File: src/rtl/handshake_const_arbiter_if.sv
// Requester control handshake plus the registered output token slot of handshake_const_arbiter.
// The arbiter side uses the slave modport; the requesters/consumer side uses master.
interface handshake_const_arbiter_if #(
    parameter int DATA_WIDTH = 32,
    parameter int NUM_REQ    = 4,
    parameter int ID_WIDTH   = 2
);
    logic [NUM_REQ-1:0]    ctrl_valid;
    logic [NUM_REQ-1:0]    ctrl_ready;
    logic [DATA_WIDTH-1:0] outs;
    logic [ID_WIDTH-1:0]   outs_id;
    logic                  outs_valid;
    logic                  outs_ready;

    modport master (
        output ctrl_valid, outs_ready,
        input  ctrl_ready, outs, outs_id, outs_valid
    );

    modport slave (
        input  ctrl_valid, outs_ready,
        output ctrl_ready, outs, outs_id, outs_valid
    );
endinterface

File: src/rtl/handshake_const_arbiter.sv
// Round-robin arbiter sharing one constant-token source among NUM_REQ requesters, one registered output slot.
// Build option: define HANDSHAKE_ARB_FIXED_PRIO_EN for fixed lowest-index priority (no round-robin pointer).

// Per-requester slice: qualifies the request against the scan base and decodes its ready bit.
module handshake_const_arbiter_lane #(
    parameter int LANE     = 0,
    parameter int ID_WIDTH = 2
) (
    input  logic                i_valid,
    input  logic [ID_WIDTH-1:0] i_base,
    input  logic [ID_WIDTH-1:0] i_grant,
    input  logic                i_accept,
    output logic                o_hi_req,
    output logic                o_ready
);
    assign o_hi_req = i_valid && (LANE >= int'(i_base));
    assign o_ready  = i_accept && (i_grant == ID_WIDTH'(LANE));
endmodule

module handshake_const_arbiter #(
    parameter int          DATA_WIDTH  = 32,
    parameter int          NUM_REQ     = 4,
    parameter int          ID_WIDTH    = 2,
    parameter logic [31:0] CONST_VALUE = 32'h0000_0011
) (
    input logic                      clk,
    input logic                      rst,
    handshake_const_arbiter_if.slave bus
);
    localparam logic [0:0]            S_EMPTY = 1'b0;
    localparam logic [0:0]            S_FULL  = 1'b1;
    localparam logic [DATA_WIDTH-1:0] C_VAL   = DATA_WIDTH'(CONST_VALUE);

    logic [0:0]            r_state;
    logic [DATA_WIDTH-1:0] r_outs;
    logic [ID_WIDTH-1:0]   r_outs_id;

    logic                  w_slot_free;
    logic                  w_any;
    logic                  w_accept;
    logic [ID_WIDTH-1:0]   w_base;
    logic [NUM_REQ-1:0]    w_hi_req;
    logic [ID_WIDTH-1:0]   w_hi_grant;
    logic [ID_WIDTH-1:0]   w_lo_grant;
    logic [ID_WIDTH-1:0]   w_grant;

`ifdef HANDSHAKE_ARB_FIXED_PRIO_EN
    assign w_base = '0;
`else
    logic [ID_WIDTH-1:0] r_last;

    // Scan starts one past the last served requester, wrapping at NUM_REQ.
    assign w_base = (int'(r_last) == NUM_REQ - 1) ? '0 : r_last + ID_WIDTH'(1);

    always_ff @(posedge clk or negedge rst) begin
        if (!rst) begin
            r_last <= ID_WIDTH'(NUM_REQ - 1);
        end else if (w_accept) begin
            r_last <= w_grant;
        end
    end
`endif

    // Gated by reset so no requester sees ready while the block is held in reset.
    assign w_slot_free = rst && ((r_state == S_EMPTY) || bus.outs_ready);
    assign w_any       = |bus.ctrl_valid;
    assign w_accept    = w_any && w_slot_free;

    for (genvar gi = 0; gi < NUM_REQ; gi++) begin : g_lane
        handshake_const_arbiter_lane #(
            .LANE     (gi),
            .ID_WIDTH (ID_WIDTH)
        ) u_lane (
            .i_valid  (bus.ctrl_valid[gi]),
            .i_base   (w_base),
            .i_grant  (w_grant),
            .i_accept (w_accept),
            .o_hi_req (w_hi_req[gi]),
            .o_ready  (bus.ctrl_ready[gi])
        );
    end

    // Lowest requester at/after the base wins; otherwise wrap to the lowest valid overall.
    always_comb begin
        w_hi_grant = '0;
        w_lo_grant = '0;
        for (int i = NUM_REQ - 1; i >= 0; i--) begin
            if (w_hi_req[i])       w_hi_grant = ID_WIDTH'(i);
            if (bus.ctrl_valid[i]) w_lo_grant = ID_WIDTH'(i);
        end
    end

    assign w_grant = (|w_hi_req) ? w_hi_grant : w_lo_grant;

    always_ff @(posedge clk or negedge rst) begin
        if (!rst) begin
            r_state   <= S_EMPTY;
            r_outs    <= '0;
            r_outs_id <= '0;
        end else if (w_accept) begin
            r_state   <= S_FULL;
            r_outs    <= C_VAL;
            r_outs_id <= w_grant;
        end else if (bus.outs_ready) begin
            // Payload is left in place when the slot drains; only the valid drops.
            r_state   <= S_EMPTY;
        end
    end

    assign bus.outs       = r_outs;
    assign bus.outs_id    = r_outs_id;
    assign bus.outs_valid = (r_state == S_FULL);
endmodule

File: src/flat_wrapper.sv
// flat-port wrapper written by rule: the top's interface ports become plain ports
module handshake_const_arbiter_flat 
#(
    parameter int          DATA_WIDTH  = 32,
    parameter int          NUM_REQ     = 4,
    parameter int          ID_WIDTH    = 2,
    parameter logic [31:0] CONST_VALUE = 32'h0000_0011
)
  (clk, rst, bus_ctrl_valid, bus_outs_ready, bus_ctrl_ready, bus_outs, bus_outs_id, bus_outs_valid);
  handshake_const_arbiter_if #(.DATA_WIDTH(DATA_WIDTH), .NUM_REQ(NUM_REQ), .ID_WIDTH(ID_WIDTH)) bus_i ();
  input logic clk;
  input logic rst;
  input wire logic [$bits(bus_i.ctrl_valid)-1:0] bus_ctrl_valid;
  input wire logic [$bits(bus_i.outs_ready)-1:0] bus_outs_ready;
  output wire logic [$bits(bus_i.ctrl_ready)-1:0] bus_ctrl_ready;
  output wire logic [$bits(bus_i.outs)-1:0] bus_outs;
  output wire logic [$bits(bus_i.outs_id)-1:0] bus_outs_id;
  output wire logic [$bits(bus_i.outs_valid)-1:0] bus_outs_valid;
  assign bus_i.ctrl_valid = bus_ctrl_valid;
  assign bus_i.outs_ready = bus_outs_ready;
  assign bus_ctrl_ready = bus_i.ctrl_ready;
  assign bus_outs = bus_i.outs;
  assign bus_outs_id = bus_i.outs_id;
  assign bus_outs_valid = bus_i.outs_valid;
  handshake_const_arbiter #(.DATA_WIDTH(DATA_WIDTH), .NUM_REQ(NUM_REQ), .ID_WIDTH(ID_WIDTH), .CONST_VALUE(CONST_VALUE)) u_core (.clk(clk), .rst(rst), .bus(bus_i));
endmodule
File: config.mk
export PLATFORM = sky130hd
export DESIGN_NAME = handshake_const_arbiter_flat
export DESIGN_NICKNAME = d
export VERILOG_FILES = /design/src/rtl/handshake_const_arbiter_if.sv /design/src/rtl/handshake_const_arbiter.sv /design/src/flat_wrapper.sv
export SDC_FILE = /design/constraint.sdc
export NUM_CORES = 1
export LEC_CHECK = 0
export CORE_MARGIN = 10
export CORE_UTILIZATION = 36
export CTS_CLUSTER_SIZE = 8
export DETAILED_ROUTE_END_ITERATION = 12
export GPL_TIMING_DRIVEN = 0
export PLACE_DENSITY = 0.93
export SETUP_SLACK_MARGIN = 0.5
export SLEW_MARGIN = 30
export SYNTH_ARGS = -nofsm -noshare
export SYNTH_HDL_FRONTEND = slang
export SYNTH_SLANG_ARGS = --single-unit
File: constraint.sdc
create_clock -name clk -period 5.1 [get_ports clk]
set_clock_uncertainty 0.2 [all_clocks]
set_input_delay 1.53 -clock clk [delete_from_list [all_inputs] [get_ports clk]]
set_output_delay 1.53 -clock clk [all_outputs]
set_load 0.01 [all_outputs]
After elaboration in Yosys (flattened, before gate mapping)
Cells that the tools add are included.

Input bits: 7. Flip-flop bits (word level): 6. Memories kept: 0. Bits in read-only memories: 0. Output and inout bits: 39. Latch bits: 0. Bits in writable memories: 0.

Bitwise gates (word level): 1. Reduce and logical (&&, ||, !) cells: 14. Add/subtract/negate cells: 1. Equal/unequal tests: 4. Mux-type cells: 11. $mul: 0. $lt $le $gt $ge: 3. Shift operators: 0. Div/mod/pow operators: 0.

Operators with widths (count): $mux W2 (9); $logic_and A1 B1 Y1 (9); $reduce_or A4 Y1 (2); $eq A2 B1 Y1 const B (2); $eq A2 B2 Y1 const B (2); $ge A1 B2 Y1 const A (2); $add A2 B1 Y2 const B (1); $ge A2 B2 Y1 const A (1); $logic_not A2 Y1 (1); $mux W1 (2); $reduce_bool A2 Y1 (1); $logic_or A1 B1 Y1 (1); $not A1 Y1 (1).

Depth between registers and ports, before layout
Gate-level depths: netlist of the first run.

Word-level depth: 10. Mapped depth: 7. Depth with buffers taken out: 6.

By module
Synthesis of the first run repeated with hierarchy kept, for this count alone.

Cells, all modules: 74. Area total of the unflattened synthesis: 634.4 um^2.

Modules (own cells, without submodules): handshake_const_arbiter (area an instance 564.3 um^2, times used 1, cells an instance 66); handshake_const_arbiter_lane at u_core.g_lane[0].u_lane (area an instance 25.0 um^2, times used 1, cells an instance 2); handshake_const_arbiter_lane at u_core.g_lane[2].u_lane (area an instance 16.3 um^2, times used 1, cells an instance 2); handshake_const_arbiter_lane at u_core.g_lane[1].u_lane (area an instance 15.0 um^2, times used 1, cells an instance 2); handshake_const_arbiter_lane at u_core.g_lane[3].u_lane (area an instance 13.8 um^2, times used 1, cells an instance 2).

Least setup slack after synthesis of the first run
Ideal clock, no wire load.

Kind: input to output. Start: input port bus_ctrl_valid[1]. End: output port bus_ctrl_ready[3]. Arrival: 2.429 ns. Slack: 0.941 ns. Path buffers: 1. Stages on the path: 5. Path through: o41ai_4 > or2b_4 > nor2_2 > and2_1 > buf_4.

Cells in the longest elaborated chain, start to end: 6.

RTL lines: from (decl) (RTL line flat_wrapper.sv:13) `input wire logic [$bits(bus_i.ctrl_valid)-1:0] bus_ctrl_valid;`; $logic_and A1 B1 Y1 (RTL line handshake_const_arbiter.sv:16) `assign o_hi_req = i_valid && (LANE >= int'(i_base));`; $mux W2 (2 in series) (RTL line handshake_const_arbiter.sv:88) `if (w_hi_req[i]) w_hi_grant = ID_WIDTH'(i);`; $mux W2 (RTL line handshake_const_arbiter.sv:93) `assign w_grant = (|w_hi_req) ? w_hi_grant : w_lo_grant;`; $eq A2 B2 Y1 (RTL line handshake_const_arbiter.sv:17) `assign o_ready = i_accept && (i_grant == ID_WIDTH'(LANE));`; $logic_and A1 B1 Y1 (*) (RTL line handshake_const_arbiter.sv:17); to (decl) (RTL line flat_wrapper.sv:15) `output wire logic [$bits(bus_i.ctrl_ready)-1:0] bus_ctrl_ready;`.

Every way passes the cells marked *; elsewhere a longest branch is shown, timed or not.

Final worst setup path of the first run
Start: input port bus_outs_ready. End: output port bus_ctrl_ready[3].

Cells in the longest elaborated chain, start to end: 4.

RTL lines: from (decl) (RTL line flat_wrapper.sv:14) `input wire logic [$bits(bus_i.outs_ready)-1:0] bus_outs_ready;`; $logic_or A1 B1 Y1 (RTL line handshake_const_arbiter.sv:65) `assign w_slot_free = rst && ((r_state == S_EMPTY) || bus.outs_ready);`; $logic_and A1 B1 Y1 (RTL line handshake_const_arbiter.sv:65); $logic_and A1 B1 Y1 (RTL line handshake_const_arbiter.sv:67) `assign w_accept = w_any && w_slot_free;`; $logic_and A1 B1 Y1 (RTL line handshake_const_arbiter.sv:17).

Every way passes these cells.

==> results of run 1 <==
-- cell type report --
cell class / count / area share
sequential: 6 / 0.150
clock buffer: 3 / 0.0221
multi-input combinational: 57 / 0.346
buffer: 35 / 0.258
tap: 25 / 0.0307
inverter: 1 / 0.00368
timing repair buffer: 23 / 0.190
-- power by group through the flow --
stage	logic, uW	registers (uW)	clock network, uW
3_3_place_gp	135	77.6	0
5_1_grt	176	80.7	47.0
3_5_place_dp	141	78.4	0
4_1_cts	151	78.3	47.9
6_report	162	78.3	46.1
2_1_floorplan	89.1	80.4	0
-- cell usage after synthesis, types with 2 or more instances --
cell type	n
nor2_1	3
buf_4	35
dfstp_2	2
dfrtp_1	4
nand2b_1	3
a21o_1	2
nand2_1	3
mux2_1	2
ha_1	2
-- metal layers --
layer	track usage	share of wire
met5	0	0
met4	0.0429	0.021
met3	0.0484	0.12
met2	0.155	0.51
met1	0.0771	0.35
-- sequential cells by signal, summed over array words and instances (netlist names) --
signal                 flops
u_core.bus.outs_valid      1
u_core.r_last              2
u_core.bus.outs_id         2
u_core.bus.outs            1
-- logic make-up after synthesis --
| logic type | count (synthesis) |
|---|---|
| compound gates | 7 |
| fa+ha+maj | 2 |
| buf+inv | 36 |
| flops | 6 |
| mux | 2 |
| other cells | 1 |
| simple gates | 16 |
-- stage by stage --
stage	power, uW	util	area (um2)	worst slack (ns)	instances
after floorplan	170	-	747	0.941	99
after global placement	213	0.544	928	-0.191	139
after detailed placement	219	0.544	928	-0.250	139
after CTS	277	0.585	1000	0.501	147
after global routing	304	0.597	1020	0.452	150
final	287	0.597	1020	0.501	150
-- worst max-delay path by stage --
stage | slack (ns) | startpoint | endpoint | cells after the start
detailed placement | -0.25 | rst | bus_ctrl_ready[3] | 7
CTS | 0.50 | bus_outs_ready | bus_ctrl_ready[2] | 6
floorplan | 0.94 | bus_ctrl_valid[1] | bus_ctrl_ready[3] | 5
global placement | -0.19 | rst | bus_ctrl_ready[3] | 7
finish | 0.50 | bus_outs_ready | bus_ctrl_ready[3] | 7
global route | 0.45 | bus_outs_ready | bus_ctrl_ready[3] | 7
-- timing repair --
item / CTS / global route
buffers inserted: 5 / 3
setup endpoints to repair: 4 / 4
resized for setup: 28 / 7
pin swaps: 3 / 2
==> reports/results.ini, run 1 <==
[sta]
finalCritPeriodShare=0.902
final_max_slew_viol_count=0
fin_setup_tns_ns=0
period_needed_ns=4.60
rsz0062_at_grt=true
setup_viol=0
hold_slack_ns=0.289
max_freq_ghz=0.217
hold_viol=0

[drt]
drtIter0Drc=11
drc=0
wl_per_cell_um=11.9
vias=538
drt_pass1_iterations=3
viasPerCell=3.59
wl_mm=1.79
ant_nets=0

[clock_tree]
hold_buffers=0
cts-buffers-inserted=3
cts_tree=yes
clock-sinks=6
clockRootBuffer=clkbuf_4
clock_latency_ns=0.25
cts.path.max_buffers=2
htreeDepth=1
path_clk_slew_ns=0.05

[die]
rows=15
io_pins=46
die-area_um2=3860
coreArea_um2=1710
start_util=0.374
die_w_um=62.1
die_h_um=62.1

[min_path]
hold_path_end=u_core.bus.outs_id[0]$_DFFE_PN0P_
worstHoldStart=u_core.bus.outs_id[0]$_DFFE_PN0P_
hold_depth=1
hp-class=register to register

[pwr]
p_int_uw=182
combPwrFrac=0.566
power.density_nw_per_um2=281
p_switching_uw=104
peakVddDrop_v=0.000191
p_leak_uw=0.000598
power_frac_clock=0.161
pwr-share-seq=0.273
power_switching_share=0.363

[worst_setup_path]
crit_path_start_kind=input port
cp_slowest_cell=clkdlybuf4s50_1
reg2reg_to=u_core.bus.outs_id[1]$_DFFE_PN0P_
r2r_cells=9
timing.rr.start=u_core.r_last[0]$_DFFE_PN1P_
arrival_ns=2.87
rrSetupSlack_ns=3.13
critPathMaxStageDelay_ns=0.48
worst-path-buf-inv=3
cp.required_ns=3.37
worstSetupPathType=input port to primary output
worstSetupEndpointType=primary output
critical_path.top_delay_family=simple AND/OR/NAND/NOR gates
critPathMaxFanout=4
path_cells=clkdlybuf4s50_1, nand2b_4, or2b_4, nor2_4, and2_4, buf_4, buf_6

[place]
gp_congestion=0.656
dpl.hpwl_mm=1.37
io_buffers=15

[synthesis]
synth_top_area_share=0.412
synthArstFlopShare=1.00
synthMuxAreaShare=0.0353
ys.flop_type=dfrtp_1
synth_top_family_by_area=buffers and inverters
synthSimpleGateAreaFrac=0.147
syn_inst=70
synth-xor-area-share=0
yosysSeqAreaShare=0.239
synth_compound_area_frac=0.116
synth_seq_cells=6
synth_edf_count=0
synth_top_area_cell=buf_4
synth_cell_type_count=23
avgSynthCellArea_um2=9.12
synth.top_cells.by_area=buf_4 (41%), dfrtp_1 (16%), dfstp_2 (8.2%)
synthAdderAreaFrac=0.0392
synth_area_um2=638
yosys_warnings=0

[global_routing]
grt_overflow_total=0
antenna_found_initial=0
grt_usage=0.0870
grt_max_degree=8
grt_pass1_vias=597
grt_pass1_wl_mm=2.80

[cells_and_area]
multi_input_area_um2=353
syn_to_final_growth_pct=59.8
antenna_cells=0
nets=136
seqCellArea_um2=153
mostFrequentLayoutCell=buf_4
drive_above_1_share=0.512
num-fill-cells=151
layout_common_cells=buf_4 (43), conb_1 (30), clkdlybuf4s50_1 (6)

[run]
maxCapViolations=0

[outcome]
outcome=completed

(Power assumes the default switching activity.)
==> inputs of run 2 (changes only) <==
--- a/config.mk
+++ b/config.mk
@@ -5,12 +5,13 @@
 export SDC_FILE = /design/constraint.sdc
 export NUM_CORES = 1
 export LEC_CHECK = 0
-export CORE_MARGIN = 10
-export CORE_UTILIZATION = 36
+export CORE_AREA = 10 10 47 49
 export CTS_CLUSTER_SIZE = 8
 export DETAILED_ROUTE_END_ITERATION = 12
+export DIE_AREA = 0 0 57 59
+export DONT_BUFFER_PORTS = 1
 export GPL_TIMING_DRIVEN = 0
-export PLACE_DENSITY = 0.93
+export PLACE_DENSITY = 0.73
 export SETUP_SLACK_MARGIN = 0.5
 export SLEW_MARGIN = 30
 export SYNTH_ARGS = -nofsm -noshare
==> run 2 against run 1 <==
Utilization decreased by 3.4 points. Final area decreased by 23%. Setup slack improved by 0.39 ns. Combinational power decreased by 37%. Clock-buffer cell count unchanged. Global-route usage decreased by 1.4 points. First-iteration DRC count decreased by 100%. Critical path depth decreased by 2. Critical endpoint unchanged. Largest power group unchanged.
==> reports/results.ini, run 2 (synthesis gave the netlist of run 1 again) <==
[worst_setup_path]
worstSetupEndpointType=primary output
critPathLaunch=bus_ctrl_valid[1]
r2r_cells=6
cp_slowest_cell=o41ai_4
arrival_ns=2.48
cp.required_ns=3.37
timing.rr.start=u_core.r_last[0]$_DFFE_PN1P_
endpoint=bus_ctrl_ready[3]
crit_path_start_kind=input port
critPathMaxStageDelay_ns=0.38
worstSetupPathType=input port to primary output
critPathMaxFanout=5
rrSetupSlack_ns=3.21
reg2reg_to=u_core.bus.outs_id[0]$_DFFE_PN0P_
path_cells=o41ai_4, or2b_4, nor2_2, and2_1, buf_4

[pwr]
p_int_uw=146
power_switching_share=0.356
peakVddDrop_v=0.000174
power.density_nw_per_um2=288
p_leak_uw=0.000475
combPwrFrac=0.448
p_switching_uw=80.9
pwr-share-seq=0.366
power_frac_clock=0.186

[outcome]
outcome=completed

[cells_and_area]
syn_to_final_growth_pct=23.7
nets=113
drive_above_1_share=0.441
antenna_cells=0
fin_area_um2=790
mostFrequentLayoutCell=buf_4
layout_common_cells=buf_4 (35), conb_1 (30), dfrtp_1 (4)

[drt]
ant_nets=0
vias=431
wl_mm=1.28
drtIter0Drc=0
wl_per_cell_um=10.8
drt_pass1_iterations=1
drc=0
viasPerCell=3.65

[clock_tree]
htreeDepth=1
clock-sinks=6
cts_setup_buffers=0
hold_buffers=0
cts-buffers-inserted=3
path_clk_slew_ns=0.04
clock_latency_ns=0.24
cts_resized=0
cts.path.max_buffers=2
cts_tree=yes
clockRootBuffer=clkbuf_4

[min_path]
hp-class=register to register

[die]
die_h_um=59
die-area_um2=3360
start_util=0.455
die_w_um=57
io_pins=46
rows=14
coreArea_um2=1400

[sta]
rsz0062_at_grt=false
fin_setup_tns_ns=0
max_freq_ghz=0.238
final_max_slew_viol_count=0
finalCritPeriodShare=0.825
setup_viol=0
hold_viol=0
period_needed_ns=4.21

[global_routing]
grt_pass1_wl_mm=1.95
grt_usage=0.0733
grt_pass1_vias=410
antenna_found_initial=0
grt_max_degree=8
grt_overflow_total=0

[place]
io_buffers=0
dpl.hpwl_mm=1.19
gp_congestion=0.742
place_area_um2=767

[run]
maxCapViolations=0

## run 2: cell count changes in the layout (fill, tap and decap cells not counted), sizes merged
cell           before  now
buf                47   35
dlygate4sd2         1    0
clkdlybuf4s15       3    0
clkbuf              4    3
clkdlybuf4s50       6    0
## run 2: layer usage
metal  vias to the layer above  GRT usage  part of all wire
met2                        22      0.127              0.51
met3                         2     0.0494              0.14
met1                       181     0.0586              0.34
li1                        226          -                 -
met4                         0     0.0503            0.0063
met5                         -          0                 0
## run 2: worst min-delay path by stage
stage | depth (start not counted) | to | start
global route | 1 | u_core.r_last[1]$_DFFE_PN1P_ | u_core.r_last[1]$_DFFE_PN1P_
global placement | 1 | u_core.r_last[1]$_DFFE_PN1P_ | u_core.r_last[1]$_DFFE_PN1P_
floorplan | 1 | u_core.r_last[1]$_DFFE_PN1P_ | u_core.r_last[1]$_DFFE_PN1P_
detailed placement | 1 | u_core.r_last[1]$_DFFE_PN1P_ | u_core.r_last[1]$_DFFE_PN1P_
finish | 1 | u_core.r_last[1]$_DFFE_PN1P_ | u_core.r_last[1]$_DFFE_PN1P_
CTS | 1 | u_core.r_last[1]$_DFFE_PN1P_ | u_core.r_last[1]$_DFFE_PN1P_
## run 2: area by class of cell
type | count | area (um2)
multi-input combinational | 57 | 328
tap | 16 | 20.0
buffer | 35 | 263
inverter | 1 | 3.75
sequential | 6 | 153
fill | 154 | 612
clock buffer | 3 | 22.5
## run 2: power groups by stage
stage / clock network, uW / logic (uW) / registers, uW
detailed placement: 0 / 101 / 84.3
finish: 42.4 / 102 / 83.2
floorplan: 0 / 89.1 / 80.4
CTS: 45.0 / 101 / 83.8
global route: 46.8 / 114 / 85.7
global placement: 0 / 97.2 / 83.6
## run 2: worst max-delay path: cells and delay by family
| family | cells | cell delay [ns] |
|---|---|---|
| compound gates | 1 | 0.38 |
| buf+inv | 1 | 0.14 |
| simple gates | 3 | 0.43 |
## run 2: per-stage QoR
step	utilization	hold WS (ns)	total power, uW	instances	worst slack, ns
global route	0.563	0.338	247	118	0.851
global placement	0.547	0.315	181	115	0.885
detailed placement	0.547	0.321	185	115	0.880
floorplan	-	0.305	170	99	0.941
CTS	0.563	0.327	230	118	0.882
finish	0.563	0.323	227	118	0.895
==> inputs of run 3 (changes only) <==
--- a/config.mk
+++ b/config.mk
@@ -11,7 +11,7 @@
 export DIE_AREA = 0 0 57 59
 export DONT_BUFFER_PORTS = 1
 export GPL_TIMING_DRIVEN = 0
-export PLACE_DENSITY = 0.73
+export PLACE_DENSITY = 0.75
 export SETUP_SLACK_MARGIN = 0.5
 export SLEW_MARGIN = 30
 export SYNTH_ARGS = -nofsm -noshare
==> constraint.sdc (replaced) <==
create_clock -name clk -period 3.8 [get_ports clk]
set_clock_uncertainty 0.2 [all_clocks]
set_input_delay 1.14 -clock clk [delete_from_list [all_inputs] [get_ports clk]]
set_output_delay 1.14 -clock clk [all_outputs]
set_load 0.01 [all_outputs]
==> run 3 against run 2 <==
Sequential share of layout area fell by 1.4 points. Total power rose by 50%. Sequential power rose by 35%. Register-to-register slack got worse by 1.4 ns. Flip-flop and latch count did not move. First-iteration DRC count rose by 1. Combinational power rose by 67%. Utilization rose by 4.3 points. Worst hold slack improved by 0.0027 ns.
==> reports/results.ini, run 3 (synthesis gave the netlist of run 1 again) <==
[worst_setup_path]
critPathMaxFanout=3
cp.required_ns=2.46
worstSetupPathType=input port to primary output
crit_path_start_kind=input port
worstSetupEndpointType=primary output
arrival_ns=2.00

[place]
io_buffers=0
dpl.hpwl_mm=1.20
gp_congestion=0.716
pre_cts_ws_ns=0.408

[drt]
wl_mm=1.37
viasPerCell=3.65
vias=452
wl_per_cell_um=11.0
ant_nets=0
drc=0
drtIter0Drc=1
drt_pass1_iterations=2

[die]
die_w_um=57
die-area_um2=3360
die_h_um=59
io_pins=46
rows=14
start_util=0.455
coreArea_um2=1400

[cells_and_area]
antenna_cells=0
drive_above_1_share=0.481
num-fill-cells=152
seqCellArea_um2=153
multi_input_area_um2=339
layout_common_cells=buf_4 (40), conb_1 (30), dfrtp_1 (4)
final_util=0.606
syn_to_final_growth_pct=33.1
nets=119
mostFrequentLayoutCell=buf_4

[clock_tree]
cts.path.max_buffers=2
path_clk_slew_ns=0.04
cts-buffers-inserted=3
clockRootBuffer=clkbuf_4
htreeDepth=1
cts_tree=yes
clock_latency_ns=0.24
clock-sinks=6

[sta]
max_freq_ghz=0.299
setup_viol=0
setup_ws_ns=0.455
final_max_slew_viol_count=0
rsz0062_at_grt=true
period_needed_ns=3.34
finalCritPeriodShare=0.880
fin_setup_tns_ns=0
hold_viol=0

[global_routing]
antenna_found_initial=0
grt_max_degree=8
grt_overflow_total=0
grt_usage=0.0751
grt_pass1_vias=445
grt_pass1_wl_mm=2.01

[min_path]
hp-class=register to register

[pwr]
power.density_nw_per_um2=400
peakVddDrop_v=0.000229
p_leak_uw=0.000506

[outcome]
outcome=completed

[run]
maxCapViolations=0

==> run 3: changes by cell type in the layout (fill, tap and decap cells not counted) <==
| cell | change |
|---|---|
| and3_4 | +1 |
| and3_2 | -1 |
| buf_6 | +1 |
| nor2_4 | +1 |
| and2_4 | +1 |
| buf_4 | +5 |
| and2_1 | -1 |
| nor2_2 | -1 |
==> run 3: area by class of cell <==
class	instances	area share
timing repair buffer	6	0.0530
clock buffer	3	0.0265
sequential	6	0.180
tap	16	0.0236
multi-input combinational	57	0.399
buffer	35	0.314
inverter	1	0.00442
==> run 3: power breakdown <==
| group | switching [uW] | internal (uW) | leakage, uW |
|---|---|---|---|
| clock | 22.5 | 35.7 | 0.0000138 |
| sequential | 20.3 | 91.6 | 0.0000650 |
| combinational | 76.7 | 93.1 | 0.000427 |
==> run 3: stage by stage <==
step | cell area, um2 | hold slack (ns) | std cells | power (uW)
6_report | 850 | 0.326 | 124 | 340
5_1_grt | 850 | 0.341 | 124 | 366
4_1_cts | 842 | 0.328 | 123 | 337
3_5_place_dp | 778 | 0.323 | 115 | 254
3_3_place_gp | 778 | 0.316 | 115 | 249
2_1_floorplan | 758 | 0.305 | 99 | 234
==> run 3: worst max-delay path, stage by stage <==
cell     delay, ns
o41ai_4       0.38
or2b_4        0.21
nor2_4        0.03
and2_4        0.12
buf_6         0.11
==> run 3: timing repair <==
item / CTS / global route
hold buffers: 0 / 0
setup endpoints to repair: 4 / 4
pin swaps: 3 / 3
buffers inserted: 5 / 1
resized for setup: 1 / 0
==> run 3: per-layer routing <==
layer	up-vias	part of all wire	track usage
met4	0	0.020	0.0403
met5	-	0	0
li1	239	-	-
met1	185	0.32	0.0574
met2	24	0.52	0.143
met3	4	0.13	0.0451
==> run 3: worst paths after layout <==
kind | start | endpoint | slack, ns | depth (start not counted)
min in group asynchronous | rst | u_core.bus.outs_valid$_DFFE_PN0P_ | 0.39 | 0
max in group asynchronous | rst | u_core.r_last[1]$_DFFE_PN1P_ | 2.84 | 0
min | u_core.r_last[1]$_DFFE_PN1P_ | u_core.r_last[1]$_DFFE_PN1P_ | 0.33 | 1
max | bus_ctrl_valid[2] | bus_ctrl_ready[3] | 0.46 | 5
max reg2reg | u_core.r_last[0]$_DFFE_PN1P_ | u_core.bus.outs_id[1]$_DFFE_PN0P_ | 1.79 | 9
min reg2reg | u_core.r_last[1]$_DFFE_PN1P_ | u_core.r_last[1]$_DFFE_PN1P_ | 0.33 | 1
